--- src/rtl/axi_mmio_txn_mon.sv ---
// Passive monitor for NUM_PORTS snooped AXI MMIO ports: completion/error counters, outstanding depth,
// sticky violation flags and first-error capture. Timeout detection (code 6) exists only with AXI_MMIO_MON_TIMEOUT_EN.
module axi_mmio_txn_mon #(
  parameter int NUM_PORTS   = 2,
  parameter int ADDR_W      = 18,
  parameter int CNT_W       = 32,
  parameter int MAX_OUTST   = 16,
  parameter int TIMEOUT_CYC = 4096,
  localparam int OST_W      = $clog2(MAX_OUTST + 1)
) (
  input  logic                        clk,
  input  logic                        rst_n,
  input  logic                        clear,
  input  logic [NUM_PORTS-1:0]        awvalid, awready, arvalid, arready,
  input  logic [NUM_PORTS-1:0]        bvalid, bready, rvalid, rready, rlast,
  input  logic [NUM_PORTS*ADDR_W-1:0] awaddr, araddr,
  input  logic [NUM_PORTS*2-1:0]      bresp, rresp,
  output logic [NUM_PORTS*CNT_W-1:0]  wr_cnt, rd_cnt, err_resp_cnt,
  output logic [NUM_PORTS*OST_W-1:0]  wr_outst, rd_outst,
  output logic [NUM_PORTS*8-1:0]      err_sticky,
  output logic [NUM_PORTS-1:0]        err_pulse,
  output logic                        first_err_valid,
  output logic [2:0]                  first_err_port,
  output logic [2:0]                  first_err_code,
  output logic [ADDR_W-1:0]           first_err_addr
);

  localparam logic [OST_W-1:0] OST_MAX = OST_W'(MAX_OUTST);

  // Handshake: a transfer happens in a cycle where valid and ready are both 1; valid
  // raised without ready is a stall and must hold valid and address until accepted.
  logic [NUM_PORTS*8-1:0]      codes_all;
  logic [NUM_PORTS*ADDR_W-1:0] aw_hist_addr, ar_hist_addr;

  for (genvar p = 0; p < NUM_PORTS; p++) begin : g_port
    logic              aw_hs, ar_hs, b_hs, r_hs, rl_hs;
    logic [ADDR_W-1:0] awaddr_p, araddr_p, aw_addr_q, ar_addr_q;
    logic              aw_stall_q, ar_stall_q;
    logic [OST_W-1:0]  wr_q, rd_q, wr_d, rd_d;
    logic [CNT_W-1:0]  wr_cnt_q, rd_cnt_q, err_cnt_q;
    logic [7:0]        codes, sticky_q;
    logic              pulse_q, tmo_hit;

    assign aw_hs    = awvalid[p] & awready[p];
    assign ar_hs    = arvalid[p] & arready[p];
    assign b_hs     = bvalid[p] & bready[p];
    assign r_hs     = rvalid[p] & rready[p];
    assign rl_hs    = r_hs & rlast[p];
    assign awaddr_p = awaddr[p*ADDR_W +: ADDR_W];
    assign araddr_p = araddr[p*ADDR_W +: ADDR_W];

    always_comb begin
      codes    = '0;
      codes[1] = aw_stall_q & (~awvalid[p] | (awaddr_p != aw_addr_q));
      codes[2] = ar_stall_q & (~arvalid[p] | (araddr_p != ar_addr_q));
      codes[3] = b_hs & ~aw_hs & (wr_q == '0);
      codes[4] = rl_hs & ~ar_hs & (rd_q == '0);
      codes[5] = (aw_hs & ~b_hs & (wr_q == OST_MAX)) | (ar_hs & ~rl_hs & (rd_q == OST_MAX));
      codes[6] = tmo_hit;
      wr_d = wr_q;
      if (aw_hs && !b_hs && wr_q != OST_MAX)  wr_d = wr_q + OST_W'(1);
      else if (b_hs && !aw_hs && wr_q != '0) wr_d = wr_q - OST_W'(1);
      rd_d = rd_q;
      if (ar_hs && !rl_hs && rd_q != OST_MAX)  rd_d = rd_q + OST_W'(1);
      else if (rl_hs && !ar_hs && rd_q != '0) rd_d = rd_q - OST_W'(1);
    end

    always_ff @(posedge clk or negedge rst_n) begin
      if (!rst_n) begin
        aw_stall_q <= 1'b0;
        ar_stall_q <= 1'b0;
        aw_addr_q  <= '0;
        ar_addr_q  <= '0;
        wr_q       <= '0;
        rd_q       <= '0;
        wr_cnt_q   <= '0;
        rd_cnt_q   <= '0;
        err_cnt_q  <= '0;
        sticky_q   <= '0;
        pulse_q    <= 1'b0;
      end else if (clear) begin
        aw_stall_q <= 1'b0;
        ar_stall_q <= 1'b0;
        aw_addr_q  <= '0;
        ar_addr_q  <= '0;
        wr_q       <= '0;
        rd_q       <= '0;
        wr_cnt_q   <= '0;
        rd_cnt_q   <= '0;
        err_cnt_q  <= '0;
        sticky_q   <= '0;
        pulse_q    <= 1'b0;
      end else begin
        aw_stall_q <= awvalid[p] & ~awready[p];
        ar_stall_q <= arvalid[p] & ~arready[p];
        aw_addr_q  <= awaddr_p;
        ar_addr_q  <= araddr_p;
        wr_q       <= wr_d;
        rd_q       <= rd_d;
        wr_cnt_q   <= wr_cnt_q + CNT_W'(b_hs);
        rd_cnt_q   <= rd_cnt_q + CNT_W'(rl_hs);
        err_cnt_q  <= err_cnt_q + CNT_W'(b_hs & (bresp[2*p +: 2] != 2'b00))
                                + CNT_W'(r_hs & (rresp[2*p +: 2] != 2'b00));
        sticky_q   <= sticky_q | codes;
        pulse_q    <= |codes;
      end
    end

`ifdef AXI_MMIO_MON_TIMEOUT_EN
    localparam int TMR_W = $clog2(TIMEOUT_CYC + 1);
    localparam logic [TMR_W-1:0] TMR_MAX = TMR_W'(TIMEOUT_CYC);
    logic [TMR_W-1:0] tmr_q;
    logic             tmr_clr;

    // The timer saturates at TMR_MAX, so the hit condition can only recur after a clear.
    assign tmr_clr = b_hs | rl_hs | ((wr_q == '0) && (rd_q == '0));
    assign tmo_hit = ~tmr_clr & (tmr_q == TMR_MAX - TMR_W'(1));

    always_ff @(posedge clk or negedge rst_n) begin
      if (!rst_n)                  tmr_q <= '0;
      else if (clear || tmr_clr)   tmr_q <= '0;
      else if (tmr_q != TMR_MAX)   tmr_q <= tmr_q + TMR_W'(1);
    end
`else
    assign tmo_hit = 1'b0;
`endif

    assign wr_cnt[p*CNT_W +: CNT_W]         = wr_cnt_q;
    assign rd_cnt[p*CNT_W +: CNT_W]         = rd_cnt_q;
    assign err_resp_cnt[p*CNT_W +: CNT_W]   = err_cnt_q;
    assign wr_outst[p*OST_W +: OST_W]       = wr_q;
    assign rd_outst[p*OST_W +: OST_W]       = rd_q;
    assign err_sticky[p*8 +: 8]             = sticky_q;
    assign err_pulse[p]                     = pulse_q;
    assign codes_all[p*8 +: 8]              = codes;
    assign aw_hist_addr[p*ADDR_W +: ADDR_W] = aw_addr_q;
    assign ar_hist_addr[p*ADDR_W +: ADDR_W] = ar_addr_q;
  end

`ifndef AXI_MMIO_MON_TIMEOUT_EN
  logic [31:0] unused_timeout_cyc;
  assign unused_timeout_cyc = 32'(TIMEOUT_CYC);
`endif

  // Scan from the highest port/code down so the lowest port, then lowest code, wins.
  logic              sel_valid;
  logic [2:0]        sel_port, sel_code;
  logic [ADDR_W-1:0] sel_addr;

  always_comb begin
    sel_valid = 1'b0;
    sel_port  = '0;
    sel_code  = '0;
    sel_addr  = '0;
    for (int p = NUM_PORTS - 1; p >= 0; p--) begin
      for (int k = 7; k >= 0; k--) begin
        if (codes_all[p*8 + k]) begin
          sel_valid = 1'b1;
          sel_port  = 3'(p);
          sel_code  = 3'(k);
          sel_addr  = (k == 1) ? aw_hist_addr[p*ADDR_W +: ADDR_W] :
                      (k == 2) ? ar_hist_addr[p*ADDR_W +: ADDR_W] : '0;
        end
      end
    end
  end

  always_ff @(posedge clk or negedge rst_n) begin
    if (!rst_n) begin
      first_err_valid <= 1'b0;
      first_err_port  <= '0;
      first_err_code  <= '0;
      first_err_addr  <= '0;
    end else if (clear) begin
      first_err_valid <= 1'b0;
      first_err_port  <= '0;
      first_err_code  <= '0;
      first_err_addr  <= '0;
    end else if (!first_err_valid && sel_valid) begin
      first_err_valid <= 1'b1;
      first_err_port  <= sel_port;
      first_err_code  <= sel_code;
      first_err_addr  <= sel_addr;
    end
  end

endmodule
--- config.mk ---
export PLATFORM = sky130hd
export DESIGN_NAME = axi_mmio_txn_mon
export DESIGN_NICKNAME = d
export VERILOG_FILES = /design/src/rtl/axi_mmio_txn_mon.sv
export SDC_FILE = /design/constraint.sdc
export NUM_CORES = 1
export LEC_CHECK = 0
export ABC_AREA = 1
export CORE_AREA = 2 2 186 188
export DETAILED_ROUTE_END_ITERATION = 10
export DIE_AREA = 0 0 188 190
export GPL_TIMING_DRIVEN = 1
export PLACE_DENSITY = 0.81
export SYNTH_ARGS = -nofsm -noshare
export SYNTH_HDL_FRONTEND = slang
export SYNTH_SLANG_ARGS = --single-unit
--- constraint.sdc ---
create_clock -name clk -period 2.71 [get_ports clk]
set_input_delay 0.542 -clock clk [delete_from_list [all_inputs] [get_ports clk]]
set_output_delay 0.542 -clock clk [all_outputs]
set_load 0.01 [all_outputs]
# Word level (Yosys, flattened, before mapping)

Cells that the tools add are included.

Magnitude comparators: 0
Reduce and logical (&&, ||, !) cells: 45
Eq/ne operators: 12
Bitwise logic cells: 62
$add $sub $neg: 16
Shift operators: 0
Mux-type cells: 75
Div/mod/pow operators: 0
Multipliers: 0

Operator list:

| operator                                         | count |
|---|---|
| adder 32 x 1 -> 32 bit                           | 8 |
| two-way mux 18 bit                               | 13 |
| two-way mux 32 bit                               | 6 |
| != test 18 bit                                   | 4 |
| two-way mux 3 bit                                | 23 |
| two-way mux 5 bit                                | 12 |
| AND 1 bit                                        | 38 |
| adder 5 x 1 -> 5 bit, second input constant      | 4 |
| == test 5 bit, second input constant             | 4 |
| logical NOT 5 bit                                | 4 |
| != test 5 bit, second input constant             | 4 |
| nonzero test 5 bit                               | 4 |
| subtractor 5 x 1 -> 5 bit, second input constant | 4 |
| two-way mux 1 bit                                | 19 |
| logical AND 1 bit                                | 17 |
| two-way mux 8 bit                                | 2 |
| NOT 1 bit                                        | 16 |
| OR 8 x 6 -> 8 bit                                | 2 |
| nonzero test 3 bit                               | 4 |
| nonzero test 2 bit                               | 5 |
| OR reduction 5 bit                               | 2 |
| logical NOT 1 bit                                | 9 |
| OR 1 bit                                         | 6 |

Memories: 0
Word-level logic and storage cells: 236
Input port bits: 101
Bits in latches: 0
Output and inout bits: 255
ROM bits: 0
Bits in registers: 331
RAM bits: 0

# Logic depth before layout (Yosys ltp)

Word-level depth: 19
Gate-level depth with buffers: 17
Mapped depth without buffers: 16

# Worst setup path after synthesis

OpenSTA, ideal clock, no wires.

Path kind: input-to-reg
Start point: input rlast[1]
End point: register g_port[1].rd_cnt_q[28]
Required time: 2.637 ns
Slack: 0.395 ns
Cell stages on the path: 15
Buffers on the path: 0
Setup time: 0.073 ns
Data arrival time: 2.242 ns
Cell sequence: nand3_1 inv_1 ha_1 ha_1 nand2_1 nor2_2 nand2_2 nor3_4 nand3_4 nor2_4 nand3_2 or2_0 clkinv_1 o21ai_1 a21oi_2

Cells in the longest elaborated chain, start to end: 3

Ends and longest elaborated chain:

| item                   | line | text |
|---|---|---|
| start: declaration     | 15   | `input logic [NUM_PORTS-1:0] bvalid, bready, rvalid, rready, rlast,` |
| AND 1 bit              | 48   | `assign rl_hs = r_hs & rlast[p];` |
| adder 32 x 1 -> 32 bit | 101  | `rd_cnt_q <= rd_cnt_q + CNT_W'(rl_hs);` |
| two-way mux 32 bit     | 81   | `end else if (clear) begin` |
| end signal: assignment | 101  |  |
| end: declaration       | 40   | `logic [CNT_W-1:0] wr_cnt_q, rd_cnt_q, err_cnt_q;` |

Every way passes these cells.
A chain may end at the register's enable or synchronous reset.

# Worst setup path after layout

Start point: input rresp[3]
End point: register g_port[1].err_cnt_q[28]

Cells in the longest elaborated chain, start to end: 4

Ends and longest elaborated chain:

| item                   | line | text |
|---|---|---|
| start: declaration     | 17   | `input logic [NUM_PORTS*2-1:0] bresp, rresp,` |
| nonzero test 2 bit     | 103  | `+ CNT_W'(r_hs & (rresp[2*p +: 2] != 2'b00));` |
| AND 1 bit              | 103  |  |
| adder 32 x 1 -> 32 bit | 103  |  |
| two-way mux 32 bit     | 81   |  |
| end signal: assignment | 102  | `err_cnt_q <= err_cnt_q + CNT_W'(b_hs & (bresp[2*p +: 2] != 2'b00))` |
| end: declaration       | 40   |  |

Every way passes these cells.

==> results <==
-- registers in the layout, summed over array words and instances (netlist names) --
signal / cells
first_err_addr: 18
first_err_code: 3
first_err_port: 1
first_err_valid: 1
g_port.ar_addr_q: 36
g_port.ar_stall_q: 2
g_port.aw_addr_q: 36
g_port.aw_stall_q: 2
g_port.err_cnt_q: 64
g_port.pulse_q: 2
g_port.rd_cnt_q: 64
g_port.rd_q: 10
g_port.sticky_q: 10
g_port.wr_cnt_q: 64
g_port.wr_q: 10
-- cell type report --
cell class | instances | area share, %
clock buffers | 49 | 4.31
well taps | 455 | 2.41
multi-input cells | 1535 | 33.3
repair buffers | 459 | 18.8
diodes | 4 | 0.0423
clock inverters | 16 | 0.751
flip-flops and latches | 323 | 34.1
inverters | 391 | 6.21
-- logic make-up after synthesis --
kind of cell | Yosys count | synth area share (%)
AND/OR/NAND/NOR | 1093 | 28.8
buffers and inverters | 453 | 10.2
AO/OA/AOI/OAI | 367 | 11.1
flip-flops | 323 | 45.7
XOR/XNOR | 39 | 1.93
adder cells (fa/ha/maj) | 28 | 2.24
other | 1 | 0.0212
-- stage by stage --
stage          instance area [µm²]  util [%]  worst slack [ps]  instances
5_1_grt                      23700      69.7             -12.7       3231
6_report                     23700      69.7              95.5       3232
2_1_floorplan                17700         -               395       2311
3_3_place_gp                 22300      65.8              -445       3158
4_1_cts                      23500      69.4              80.2       3224
3_5_place_dp                 22300      65.8              -470       3158
-- repair_timing --
item                                    in CTS  in global routing
gates resized for setup                      0                 28
endpoints found under the setup margin       0                 11
hold endpoints to repair                    46                  0
buffers inserted                             0                  4
hold buffers                                 1                  0
-- Yosys cell counts (all sizes together) (2+ instances only) --
library cell / number / area [µm²]
nor4b: 3 / 26.3
clkinv: 6 / 22.5
a21oi: 145 / 733
o211a: 2 / 20.0
buf: 29 / 205
nand4: 66 / 425
o21a: 9 / 67.6
nor2: 363 / 1480
o21ai: 167 / 836
nor3b: 3 / 22.5
fa: 6 / 120
nor4: 28 / 209
xor2: 26 / 228
o22ai: 17 / 106
ha: 22 / 275
a211oi: 12 / 95.1
xnor2: 13 / 114
dfrtp: 323 / 8080
inv: 385 / 1450
nand2: 434 / 1680
clkbuf: 33 / 124
a31oi: 8 / 50.1
nor3: 84 / 563
or2: 12 / 75.1
nand3: 90 / 543
a22oi: 2 / 15.0
and3: 8 / 51.3
o31ai: 3 / 22.5
-- critical path: cells and delay by family --
| family | cells | cell delay [ps] |
|---|---|---|
| AO/OA/AOI/OAI | 3 | 410 |
| adder cells (fa/ha/maj) | 2 | 450 |
| buffers and inverters | 1 | 470 |
| AND/OR/NAND/NOR | 8 | 1210 |
-- power by group --
| group | internal (mW) | switching (mW) | leakage [nW] | total (mW) |
|---|---|---|---|---|
| sequential | 5.07 | 0.232 | 4.40 | 5.30 |
| clock | 2.95 | 2.08 | 0.589 | 5.03 |
| combinational | 1.14 | 1.46 | 6.07 | 2.61 |
| total | 9.17 | 3.77 | 11.1 | 12.9 |
-- per-layer routing --
| layer | vias up | track usage, % | wire (µm) |
|---|---|---|---|
| li1 | 8284 | - | - |
| met3 | 132 | 6.24 | 3950 |
| met2 | 659 | 49.1 | 25400 |
| met5 | - | 0 | 38 |
| met4 | 6 | 12.8 | 2210 |
| met1 | 8167 | 37.2 | 21400 |
-- worst paths after layout --
check                           cells after the start                                 to                             start  slack, ps
max in group asynchronous                           3   g_port[1].wr_cnt_q[27]$_DFF_PN0_                             rst_n       1310
worst max register to register                     12  g_port[1].err_cnt_q[28]$_DFF_PN0_  g_port[1].err_cnt_q[0]$_DFF_PN0_        330
worst min register to register                      1   g_port[0].rd_cnt_q[30]$_DFF_PN0_  g_port[0].rd_cnt_q[30]$_DFF_PN0_        490
worst max-delay path                               14  g_port[1].err_cnt_q[28]$_DFF_PN0_                          rresp[3]        100
min in group asynchronous                           2   g_port[0].rd_cnt_q[14]$_DFF_PN0_                             rst_n        530
worst min-delay path                                2   g_port[1].rd_cnt_q[25]$_DFF_PN0_                             clear        360
==> run summary <==
final count of hold timing violations -> 0
Slew HR -> 58.1%
I/O pin total -> 356
Mapped Area -> 17700 µm²
core box area -> 33900 µm²
asr flop ratio synth -> 100%
Post-synth EDFFs -> 0
final routed DRC violation total -> 0
Setup CP Type -> primary input to register
Routed Antenna Nets -> 0
NumNets Final -> 2876
min Tclk post-route -> 2610 ps
clock buffer count from CTS -> 37
setup violators final -> 0
Max stage delay cell, worst path -> clkdlybuf4s50_1
Final Max Slew Viols -> 0
VDD IR max -> 0.429 mV
fmax -> 382 MHz
WL/cell -> 16.4 µm
vias in the first global route -> 16900
Buffers on Ports -> 347
Worst Path Arrival -> 3080 ps
filler instances -> 2604
hold crit path type -> primary input to register
gr usage total -> 29.5%
Detailed Place HPWL -> 38.8 mm
clock buffer depth -> 3
prevailing post-synth register cell -> dfrtp_1
CTS Sinks -> 323
clk_lat worst skew -> 540 ps
Max stage delay on crit path -> 470 ps
Initial Utilization -> 52.1%
die area -> 35700 µm²
DRT Pass-1 Iters -> 5
initial antenna violation count -> 6
leading cell type in the layout, fill and taps excluded -> nand2_1
DIE HEIGHT -> 190 µm
#FFs+latches synth -> 323
Die Span X -> 188 µm
area grow syn2layout -> 33.9%
CTS root buffer -> clkbuf_16
cell count after synthesis -> 2304
grt total ovfl -> 0
most frequent CP cell -> nand2_2
area occupied by multi-input gates -> 7890 µm²
Max-cap violations -> 0
Critical Path End Type -> register
P per Cell Area -> 547 nW/µm²
drt first-iter violations -> 1308
first-pass GRT wire length -> 85.5 mm
Vias/cell -> 5.34
hold slack -> 359 ps
row count -> 68
Vias -> 17200
Reg clk slew, reported paths -> 60 ps
H-Tree Depth -> 2
TritonCTS clock tree -> built
CP required -> 3170 ps
status -> complete, no violations
ordered cell list for the critical path -> clkdlybuf4s50_1, o211a_1, fa_2, ha_4, nand2_2, nor2_2, nand2_2, nor3_4, nand2_2, nor2_2, nand2_1, nor4_2, o21ai_1, a21oi_1
Final period util -> 96.5%
CP startpoint kind -> primary input
syn avg cell area -> 7.67 µm²
Register Area -> 8080 µm²
total wire length -> 53.0 mm
sequential fraction of the synthesis area -> 45.7%
static leakage -> 11.1 nW
largest net degree at the start of global routing -> 92
layout cells sized above 1 -> 10.5%
crit-path max FO -> 5
synth warn -> 0
GPL Wtd Cong -> 0.970
most frequent cells in the layout -> nand2_1 (415), inv_1 (378), clkdlybuf4s50_1 (339), nor2_1 (330), dfrtp_1 (323)
Slew @ Worst Pin -> 619 ps
Unique masters post-synth -> 54
Max Clock Skew -> 17.7 ps
Total Neg Setup Slack -> 0 ps
post-route total power -> 12.9 mW
Power figures use the tool's default switching activity.
